--- config.mk ---
export PLATFORM = sky130hd
export DESIGN_NAME = qspi_bus_arbiter
export DESIGN_NICKNAME = d
export VERILOG_FILES = /design/src/rtl/qspi_bus_arbiter.sv
export SDC_FILE = /design/constraint.sdc
export NUM_CORES = 1
export LEC_CHECK = 0
export BUFFER_PORTS_ARGS = -buffer_cell sky130_fd_sc_hd__buf_2
export CAP_MARGIN = 20
export CORE_UTILIZATION = 45
export CTS_CLUSTER_SIZE = 16
export DETAILED_ROUTE_END_ITERATION = 8
export GPL_ROUTABILITY_DRIVEN = 0
export GPL_TIMING_DRIVEN = 1
export HOLD_SLACK_MARGIN = 0.15
export PLACE_DENSITY = 0.83
export SLEW_MARGIN = 5
export SYNTH_ARGS = -nofsm -noshare
export SYNTH_HDL_FRONTEND = slang
export SYNTH_SLANG_ARGS = --single-unit
--- constraint.sdc ---
create_clock -name clk -period 2.1 [get_ports clk]
set_clock_uncertainty 0.05 [all_clocks]
set_input_delay 0.105 -clock clk [delete_from_list [all_inputs] [get_ports clk]]
set_output_delay 0.105 -clock clk [all_outputs]
set_load 0.005 [all_outputs]
--- src/rtl/qspi_bus_arbiter.sv ---
// qspi_bus_arbiter: arbitrates fetch and data requests onto the shared quad-SPI
// engine, decodes each address to flash or PSRAM, and enforces a chip-select
// deselect gap after every completed transaction.
module qspi_bus_arbiter #(
    parameter logic [31:0] FLASH_BASE_ADDR = 32'h00000000,
    parameter logic [31:0] PSRAM_BASE_ADDR = 32'h01000000,
    parameter int          CS_GAP_CYCLES   = 2,
    parameter int          STARVE_LIMIT    = 3
) (
    input  logic        clk,
    input  logic        rst,
    input  logic        if_req,
    input  logic [31:0] if_addr,
    output logic        if_gnt,
    output logic        if_done,
    output logic        if_err,
    input  logic        dm_req,
    input  logic [31:0] dm_addr,
    input  logic        dm_we,
    output logic        dm_gnt,
    output logic        dm_done,
    output logic        dm_err,
    output logic        eng_start,
    output logic [23:0] eng_addr,
    output logic        eng_we,
    output logic        eng_psram,
    input  logic        eng_done,
    output logic        busy
);

    localparam int STARVE_W = (STARVE_LIMIT < 1) ? 1 : $clog2(STARVE_LIMIT + 1);
    localparam logic [STARVE_W-1:0] STARVE_MAX = STARVE_W'(STARVE_LIMIT);
    localparam logic [3:0] GAP_LOAD = 4'(CS_GAP_CYCLES);

    typedef enum logic [2:0] {
        S_IDLE,
        S_START,
        S_WAIT,
        S_DONE,
        S_GAP,
        S_ERR
    } state_t;

    state_t                r_state;
    logic                  r_owner;
    logic [3:0]            r_gapCnt;
    logic [STARVE_W-1:0]   r_starveCnt;

    state_t                w_nextState;
    logic                  w_nextOwner;
    logic [3:0]            w_nextGap;
    logic [STARVE_W-1:0]   w_nextStarve;
    logic [23:0]           w_nextAddr;
    logic                  w_nextWe;
    logic                  w_nextPsram;
    logic                  w_inGrant;

    logic                  w_dataWins;
    logic [31:0]           w_selAddr;
    logic                  w_selWe;
    logic                  w_flashHit;
    logic                  w_psramHit;
    logic                  w_illegal;

    // Data normally wins; fetch is forced once it has lost STARVE_LIMIT times in a row.
    assign w_dataWins = dm_req && !(if_req && (r_starveCnt == STARVE_MAX));
    assign w_selAddr  = w_dataWins ? dm_addr : if_addr;
    assign w_selWe    = w_dataWins && dm_we;
    assign w_flashHit = (w_selAddr[31:24] == FLASH_BASE_ADDR[31:24]);
    assign w_psramHit = (w_selAddr[31:24] == PSRAM_BASE_ADDR[31:24]);
    // Flash has priority on overlapping bases, so a write that hits flash is rejected.
    assign w_illegal  = !(w_flashHit || w_psramHit) || (w_selWe && w_flashHit);

    // FSM state and bookkeeping registers.
    always_ff @(posedge clk or posedge rst) begin
        if (rst) begin
            r_state     <= S_IDLE;
            r_owner     <= 1'b0;
            r_gapCnt    <= 4'd0;
            r_starveCnt <= '0;
        end else begin
            r_state     <= w_nextState;
            r_owner     <= w_nextOwner;
            r_gapCnt    <= w_nextGap;
            r_starveCnt <= w_nextStarve;
        end
    end

    // Next-state, arbitration decision and latched command for the engine.
    always_comb begin
        w_nextState  = r_state;
        w_nextOwner  = r_owner;
        w_nextGap    = r_gapCnt;
        w_nextStarve = r_starveCnt;
        w_nextAddr   = eng_addr;
        w_nextWe     = eng_we;
        w_nextPsram  = eng_psram;

        case (r_state)
            S_IDLE: begin
                if (if_req || dm_req) begin
                    w_nextOwner = w_dataWins;
                    w_nextAddr  = w_selAddr[23:0];
                    w_nextWe    = w_selWe;
                    w_nextPsram = !w_flashHit && w_psramHit;
                    if (w_dataWins && if_req) begin
                        w_nextStarve = (r_starveCnt == STARVE_MAX) ? r_starveCnt
                                                                   : r_starveCnt + 1'b1;
                    end else begin
                        w_nextStarve = '0;
                    end
                    w_nextState = w_illegal ? S_ERR : S_START;
                end
            end
            S_START: begin
                w_nextState = S_WAIT;
            end
            S_WAIT: begin
                if (eng_done) begin
                    w_nextState = S_DONE;
                end
            end
            S_DONE: begin
                if (CS_GAP_CYCLES > 0) begin
                    w_nextState = S_GAP;
                    w_nextGap   = GAP_LOAD;
                end else begin
                    w_nextState = S_IDLE;
                end
            end
            S_GAP: begin
                if (r_gapCnt <= 4'd1) begin
                    w_nextState = S_IDLE;
                    w_nextGap   = 4'd0;
                end else begin
                    w_nextGap   = r_gapCnt - 4'd1;
                end
            end
            S_ERR: begin
                w_nextState = S_IDLE;
            end
            default: begin
                w_nextState = S_IDLE;
            end
        endcase

        w_inGrant = (w_nextState == S_START) || (w_nextState == S_WAIT) ||
                    (w_nextState == S_DONE);
    end

    // Outputs are registered from the next state so they line up with the state they describe.
    always_ff @(posedge clk or posedge rst) begin
        if (rst) begin
            if_gnt    <= 1'b0;
            if_done   <= 1'b0;
            if_err    <= 1'b0;
            dm_gnt    <= 1'b0;
            dm_done   <= 1'b0;
            dm_err    <= 1'b0;
            eng_start <= 1'b0;
            eng_addr  <= 24'd0;
            eng_we    <= 1'b0;
            eng_psram <= 1'b0;
            busy      <= 1'b0;
        end else begin
            if_gnt    <= w_inGrant && !w_nextOwner;
            dm_gnt    <= w_inGrant && w_nextOwner;
            if_done   <= ((w_nextState == S_DONE) || (w_nextState == S_ERR)) && !w_nextOwner;
            dm_done   <= ((w_nextState == S_DONE) || (w_nextState == S_ERR)) && w_nextOwner;
            if_err    <= (w_nextState == S_ERR) && !w_nextOwner;
            dm_err    <= (w_nextState == S_ERR) && w_nextOwner;
            eng_start <= (w_nextState == S_START);
            eng_addr  <= w_nextAddr;
            eng_we    <= w_nextWe;
            eng_psram <= w_nextPsram;
            busy      <= (w_nextState != S_IDLE);
        end
    end

endmodule
Yosys cells after proc, flatten, opt, wreduce, memory -nomap -nowiden
Index checks and enable logic that the tools add are counted.
- bits in registers: 44
- input port bits: 70
- logic and storage cells: 69
- add/sub/neg operators: 2
- $lt $le $gt $ge: 1
- equal/unequal tests: 11
- mux-type cells: 12
- reduce and logical (&&, ||, !) cells: 28
- operators by type and width (operator ; number):
    32-bit 2-to-1 mux ; 1
    3-bit one-hot mux with 5 select lines ; 1
    3-bit by 2-bit equality test with 1-bit output, second input constant ; 4
    1-bit logical AND ; 12
    3-bit 2-to-1 mux ; 4
    8-bit by 1-bit equality test with 1-bit output, second input constant ; 1
    8-bit zero test ; 1
    4-bit one-hot mux with 2 select lines ; 1
    3-bit by 1-bit equality test with 1-bit output, second input constant ; 2
    3-bit equality test, second input constant ; 2
    1-bit logical OR ; 6
    4-bit by 1-bit <= comparator with 1-bit output, second input constant ; 1
    1-bit zero test ; 4
    2-bit 2-to-1 mux ; 2
    4-bit 2-to-1 mux ; 1
    4-bit by 1-bit subtractor with 4-bit output, second input constant ; 1
    3-bit zero test ; 1
    3-bit AND reduction ; 1
    3-bit nonzero test ; 1
    2-bit by 1-bit adder with 2-bit output, second input constant ; 1
    2-bit equality test, second input constant ; 1
    1-bit 2-to-1 mux ; 2
    2-bit != test, second input constant ; 1
    2-bit AND reduction ; 1
    2-bit nonzero test ; 1

Depth between registers and ports, before layout
Gate-level depths: netlist (run 1).
- depth after elaboration: 16
- gate-level depth with buffers: 7
- gate-level depth less buffers: 6

Worst setup path after synthesis (run 1)
Ideal clock, no wire load.
- path kind: flip-flop to flip-flop
- start: register r_state[1]
- end: register dm_done
- library setup time: 0.078 ns
- arrival: 1.738 ns
- setup slack: 0.234 ns
- cell stages (with the launch flop): 7
- period minus slack after synthesis: 1.866 ns
- cells stage by stage: dfrtp_1 buf_6 or2_4 or3_4 buf_6 or3_4 a21oi_1
- cells in the longest elaborated chain, start to end: 5
- elaborated cells on any way between the ends: 14
- RTL lines (what ; RTL line ; text):
    start, declared ; 44 ; state_t r_state;
    start signal, assigned ; 82 ; r_state <= w_nextState;
    3-bit equality test (tied with other cells) ; 99 ; case (r_state)
    3-bit one-hot mux with 5 select lines ; 99 ;
    3-bit by 2-bit equality test with 1-bit output or 3-bit equality test (tied branches) ; 169 ; dm_done <= ((w_nextState == S_DONE) || (w_nextState == S_ERR)) && w_nextOwner;
    1-bit logical OR ; 169 ;
    1-bit logical AND * ; 169 ;
    end signal, assigned ; 169 ;
    end, declared ; 21 ; output logic dm_done,
Mark *: on every way between the ends. The rest lies on a longest branch, timed or not.
A chain may end at the register's enable or synchronous reset.

Worst setup path in the final report (run 1)
- start: register r_starveCnt[0]
- end: register eng_addr[9]
- cells in the longest elaborated chain, start to end: 5
- RTL lines (what ; RTL line ; text):
    start, declared ; 47 ; logic [STARVE_W-1:0] r_starveCnt;
    start signal, assigned ; 85 ; r_starveCnt <= w_nextStarve;
    2-bit equality test ; 66 ; assign w_dataWins = dm_req && !(if_req && (r_starveCnt == STARVE_MAX));
    1-bit logical AND ; 66 ;
    1-bit zero test ; 66 ;
    1-bit logical AND ; 66 ;
    32-bit 2-to-1 mux ; 67 ; assign w_selAddr = w_dataWins ? dm_addr : if_addr;
    end signal, assigned ; 173 ; eng_addr <= w_nextAddr;
    end, declared ; 24 ; output logic [23:0] eng_addr,
No other way between the ends.

==> results of run 1 <==
-- routing by layer --
layer | vias to the layer above | part of all wire [%] | GRT usage, %
met3 | 17 | 6.1 | 6.69
met1 | 1049 | 40 | 32.9
li1 | 1019 | - | -
met5 | - | 0 | 0
met4 | 0 | 2.1 | 9.52
met2 | 94 | 52 | 49.1
-- registers in the layout, indices dropped and copies added (netlist names) --
signal,cells
dm_err,1
dm_gnt,1
eng_start,1
r_starveCnt,2
if_done,1
if_gnt,1
eng_we,1
r_gapCnt,4
busy,1
r_owner,1
eng_addr,24
dm_done,1
eng_psram,1
r_state,3
if_err,1
-- cells in the mapped netlist, types with 3 or more instances --
library cell  count  area (um^2)
nor2_1            9         33.8
a21oi_1           5         25.0
clkbuf_1          6         22.5
ha_1              3         37.5
nand2_1          32          120
inv_1             3         11.3
buf_2             4         20.0
mux2i_1          24          240
nor3_1            5         25.0
nand3_1           3         15.0
o21ai_0          31          155
dfrtp_1          44         1100
-- final timing paths --
path	to	slack, ns	depth (start not counted)
worst max register to register	eng_addr[9]	0.1	6
min in group asynchronous	eng_addr[20]	0.28	3
worst max-delay path	eng_addr[9]	0.1	6
max in group asynchronous	if_done	0.99	4
worst min register to register	eng_addr[5]	0.43	2
worst min-delay path	eng_start	0.22	5
-- stage by stage --
step	hold WS [ns]	area [um^2]	total power, mW	setup WS [ns]
after CTS	0.218	3300	3.59	0.0216
final	0.217	3350	3.69	0.0952
after global placement	0.0587	2640	2.77	0.355
after floorplan	0.191	2050	2.29	0.234
after global routing	0.263	3350	3.95	0.00499
after detailed placement	0.0683	2640	2.84	0.247
-- cell type report --
type / count / area [um^2]
sequential: 44 / 1100
clock buffer: 5 / 68.8
clock inverter: 3 / 46.3
inverter: 4 / 15.0
tap: 52 / 65.1
multi-input combinational: 138 / 888
timing repair buffer: 169 / 1160
fill: 257 / 1010
-- logic make-up (layout without fill, tap and decap cells) --
logic type      Yosys count  after routing
fa+ha+maj                 3              3
flops                    44             44
buf+inv                  16            181
mux                      24             24
xor+xnor                  1              1
simple gates             64             64
compound gates           46             46
-- worst min-delay path, stage by stage --
cell    delay, ns
buf_2        0.07
or4_1        0.13
nor3_1       0.08
nor2_1       0.11
nor2_1       0.04
-- power by group through the flow --
stage / Clock, mW / Combinational [mW] / Sequential (mW)
floorplan: 0 / 0.849 / 1.45
global placement: 0 / 1.32 / 1.44
detailed placement: 0 / 1.40 / 1.45
CTS: 0.677 / 1.47 / 1.44
global route: 0.706 / 1.73 / 1.51
finish: 0.670 / 1.55 / 1.47
-- timing repair --
item	CTS	global route
gates resized for setup	0	6
hold buffers	55	0
hold endpoints to repair	47	0
setup endpoints to repair	0	5
buffers inserted	0	3
==> qor.csv, run 1 <==
stage;metric;value;unit
outcome;status;finished, final reports clean;
critical_path;CP peak stage delay;0.58;ns
timing;Slew @ Worst Pin;0.593;ns
global_route;vias in the first global route;2221;
power;Clk pwr share;18.1;%
power;Leak;1.71;nW
yosys;mux contribution to synthesized area;11.7;%
yosys;adder-cell share of the synthesized area;1.83;%
place;cell count after placement;349;
clock_network;Worst-path clk slew;0.09;ns
timing;final setup violation count;0;
clock_network;CTS tree;yes;
yosys;asr flop ratio synth;100;%
power;Pint;2.31;mW
cells_and_area;ANT cells;0;
clock_network;clock sink total;44;
critical_path;RR Startpoint;r_starveCnt[0];
place;PortBufs;103;
cells_and_area;Synth-to-Final Area Change;63.2;%
critical_path;worst setup path start;r_starveCnt[0];
clock_network;clock latency on the worst-skew pair;0.30;ns
critical_path;Critical Path RT;2.23;ns
yosys;Post-synth EDFFs;0;
critical_path;crit end category;flop;
floorplan;Die Height;69.5;um
detailed_routing;Vias;2179;
yosys;Synth Area in XOR/XNOR;0.427;%
floorplan;Die Width;69.5;um
timing;crit share post-route;95.5;%
global_route;Remaining Overflow, GRT;0;
cells_and_area;commonest non-fill, non-tap cell in the layout;buf_2;
yosys;post-synthesis simple-gate area fraction;15.2;%
yosys;synth warn;0;
cells_and_area;Layout Nets;435;
clock_network;maximum root-to-sink buffer count;2;
global_route;initial antenna violation count;0;
power;Comb pwr share;41.9;%
cells_and_area;Core Util, Final;76.8;%
yosys;syn_area_per_cell;10.4;um^2
timing;Final min period;2.00;ns
floorplan;num rows;24;
yosys;largest family of logic cells by synthesized area;simple AND/OR/NAND/NOR gates;
detailed_routing;WL/cell;15.4;um
power;Max VDD drop;0.637;mV
detailed_routing;total wire length;6.38;mm
detailed_routing;Vias per Instance;5.25;
floorplan;Starting Density;47.1;%
floorplan;I/O pin count;104;
detailed_routing;ANT nets after route;0;
detailed_routing;Iter 0 DRT Violations;113;
timing;RSZ-0062 raised after global routing;no;
critical_path;CP startpoint kind;flop;
power;switching pwr;1.38;mW
global_route;first-pass GRT wire length;10.5;mm
yosys;ys flop type;dfrtp_1;
min_path;min-delay src;if_addr[31];
global_route;Tot GR Track Use;27.8;%
global_route;largest net degree at the start of global routing;31;
timing;Slew headroom;60.2;%
critical_path;critical path peak fanout;7;
yosys;flops & latches, synth;44;
critical_path;Crit path arrival time;2.14;ns
yosys;Synth Area in Compound Gates;13.2;%
detailed_routing;drt pass-1 iters;4;
power;P per Cell Area;1100;mW/mm^2
power;share of power burned in registers;39.9;%
min_path;worst min-delay path category;in -> reg;
critical_path;crit-path cells;ha_2 > a21boi_4 > buf_12 > mux2i_1 > dlygate4sd3_1 > o21ai_0;
timing;Pins Over Slew Limit;0;
yosys;synth unique cells;35;
critical_path;delay-heaviest family, CP;buffers and inverters;
critical_path;worst path bufs/invs;2;
yosys;Post-Syn Nets;271;
floorplan;placeable core region;0.00435;mm^2
power;Sw Ratio;37.3;%
clock_network;CTS Root Cell;clkbuf_8;
clock_network;TritonCTS buffer count;5;
timing;Final TNS setup;0;ns
critical_path;Crit-path slowest cell;dlygate4sd3_1;
yosys;Syn Std Cell Area;0.00205;mm^2
clock_network;# H-tree levels;2;
timing;fmax;499;MHz
cells_and_area;most frequent cells in the layout;buf_2 (103), dlygate4sd3_1 (55), dfrtp_1 (44);
floorplan;DIE AREA;0.00483;mm^2
cells_and_area;share of cells above drive strength 1;36.6;%
place;DP HPWL;3.44;mm
yosys;Mapped Cells;198;
cells_and_area;Final Instance Count excl. Fillers;415;
yosys;sequential area share after synthesis;53.7;%
detailed_routing;Post-route DRC;0;
timing;Fin. Hold Viols;0;
critical_path;type of the worst setup path;reg -> reg;
job;Max-Cap Viols;0;
Note: power is estimated with default switching activity, not from simulation.
==> run 2, diff against run 1 <==
--- a/config.mk
+++ b/config.mk
@@ -14,6 +14,8 @@
 export GPL_TIMING_DRIVEN = 1
 export HOLD_SLACK_MARGIN = 0.15
 export PLACE_DENSITY = 0.83
+export RECOVER_POWER = 100
+export SKIP_CTS_REPAIR_TIMING = 1
 export SLEW_MARGIN = 5
 export SYNTH_ARGS = -nofsm -noshare
 export SYNTH_HDL_FRONTEND = slang
==> run 2 against run 1 <==
Effect of this change: combinational power shrank 5%; critical endpoint is now dm_gnt; clock power up 0.6%; largest power group unchanged; sequential share of layout area up 0.99 points; worst setup slack better by 0.082 ns; non-clock buffer count is 6 lower.
==> qor.csv, run 2 (synthesis gave the netlist of run 1 again) <==
stage;metric;value;unit
global_route;Tot GR Track Use;19.4;%
min_path;min-delay src;if_addr[22];
floorplan;I/O pin count;104;
cells_and_area;most frequent cells in the layout;buf_2 (92), dlygate4sd3_1 (52), dfrtp_1 (44);
cells_and_area;ANT cells;0;
clock_network;maximum root-to-sink buffer count;2;
detailed_routing;Post-route DRC;0;
global_route;largest net degree at the start of global routing;31;
power;Leak;1.63;nW
clock_network;CTS Root Cell;clkbuf_8;
power;Sw Ratio;37.9;%
critical_path;CP peak stage delay;0.40;ns
power;Pint;2.25;mW
power;overall power;3.62;mW
critical_path;Crit-path slowest cell;dfrtp_1;
detailed_routing;WL/cell;15.8;um
timing;Final min period;1.92;ns
clock_network;# H-tree levels;2;
power;Comb pwr share;40.8;%
floorplan;DIE AREA;0.00483;mm^2
floorplan;placeable core region;0.00435;mm^2
clock_network;clock latency on the worst-skew pair;0.31;ns
critical_path;CP startpoint kind;flop;
cells_and_area;largest register by flop count;eng_addr;
power;Max VDD drop;0.573;mV
clock_network;CTS tree;yes;
job;Max-Cap Viols;0;
global_route;first-pass GRT wire length;7.36;mm
cells_and_area;max reg flops;24;
cells_and_area;Layout Nets;429;
detailed_routing;Iter 0 DRT Violations;104;
cells_and_area;Core Util, Final;74.6;%
timing;final setup violation count;0;
global_route;Remaining Overflow, GRT;0;
power;P per Cell Area;1120;mW/mm^2
critical_path;RR Startpoint;r_starveCnt[0];
critical_path;worst setup path start;r_starveCnt[0];
detailed_routing;drt pass-1 iters;4;
global_route;vias in the first global route;1711;
timing;Final TNS setup;0;ns
detailed_routing;Vias;2169;
cells_and_area;Final Instance Count excl. Fillers;409;
critical_path;critical path peak fanout;6;
detailed_routing;ANT nets after route;0;
clock_network;Worst-path clk slew;0.09;ns
timing;crit share post-route;91.6;%
critical_path;type of the worst setup path;reg -> reg;
floorplan;Die Width;69.5;um
timing;fmax;520;MHz
cells_and_area;share of cells above drive strength 1;32.2;%
timing;Slew headroom;52.6;%
clock_network;clock sink total;44;
power;Clk pwr share;18.6;%
power;share of power burned in registers;40.6;%
place;DP HPWL;3.44;mm
outcome;status;finished, final reports clean;
place;cell count after placement;349;
detailed_routing;Vias per Instance;5.30;
cells_and_area;filler cell count;287;
timing;RSZ-0062 raised after global routing;no;
critical_path;crit-path cells;ha_1 > a21boi_4 > nor3b_1 > a21oi_2 > a2111oi_1;
cells_and_area;top flop regs;eng_addr: 24 flops, r_gapCnt: 4 flops, r_state: 3 flops;
timing;Fin. Hold Viols;0;
cells_and_area;Synth-to-Final Area Change;58.5;%
power;switching pwr;1.37;mW
critical_path;Crit path arrival time;2.05;ns
floorplan;num rows;24;
detailed_routing;total wire length;6.45;mm
critical_path;crit end category;flop;
timing;Slew @ Worst Pin;0.711;ns
critical_path;Critical Path RT;2.23;ns
timing;Pins Over Slew Limit;0;
place;PortBufs;103;
global_route;initial antenna violation count;0;
min_path;worst min-delay path category;in -> reg;
floorplan;Starting Density;47.1;%
floorplan;Die Height;69.5;um
cells_and_area;commonest non-fill, non-tap cell in the layout;buf_2;
clock_network;TritonCTS buffer count;5;
==> run 2: changes by cell type in the layout (fill, tap and decap cells not counted), sizes merged <==
cell         delta
buf            -16
dlygate4sd3     -3
clkbuf         +13
==> run 2: cell type report <==
cell class	count	area [um^2]	area share (%)
Clock buffer	5	68.8	2.12
Multi-Input combinational cell	138	878	27.0
Clock inverter	3	46.3	1.43
Inverter	4	15.0	0.462
Timing Repair Buffer	163	1070	33.1
Tap cell	52	65.1	2.00
Sequential cell	44	1100	33.9
==> run 2: through the flow <==
step	cell area (um^2)	hold WS (ns)	worst slack, ns
2_1_floorplan	2050	0.191	0.234
4_1_cts	2750	-0.271	0.194
3_5_place_dp	2640	0.0683	0.247
6_report	3250	0.0846	0.177
5_1_grt	3250	0.145	0.0110
3_3_place_gp	2640	0.0587	0.355
==> run 2: final timing paths <==
path / depth (start not counted) / slack, ns / endpoint
worst max-delay path: 5 / 0.18 / dm_gnt
worst min-delay path: 3 / 0.08 / eng_addr[22]
max in group asynchronous: 4 / 0.70 / if_done
worst max register to register: 5 / 0.18 / dm_gnt
min in group asynchronous: 3 / 0.27 / eng_addr[20]
worst min register to register: 2 / 0.43 / eng_addr[5]
==> run 2: layer usage <==
metal | routed length (um) | GRT usage, %
met1 | 2560 | 22.4
met2 | 3300 | 33.8
met3 | 410 | 5.52
met4 | 179 | 7.48
met5 | 0 | 0
==> run 2: worst max-delay path, delay by kind of cell, from the launching register on <==
kind	cells	cell delay, ns
adder cells (fa/ha/maj)	1	0.23
AND/OR/NAND/NOR	1	0.40
AO/OA/AOI/OAI	3	0.71
flip-flops	1	0.40
==> run 2: power by group through the flow <==
stage	logic, mW	clock network [mW]	registers (mW)
3_3_place_gp	1.32	0	1.44
4_1_cts	1.39	0.677	1.44
3_5_place_dp	1.40	0	1.45
5_1_grt	1.65	0.705	1.52
2_1_floorplan	0.849	0	1.45
6_report	1.48	0.674	1.47
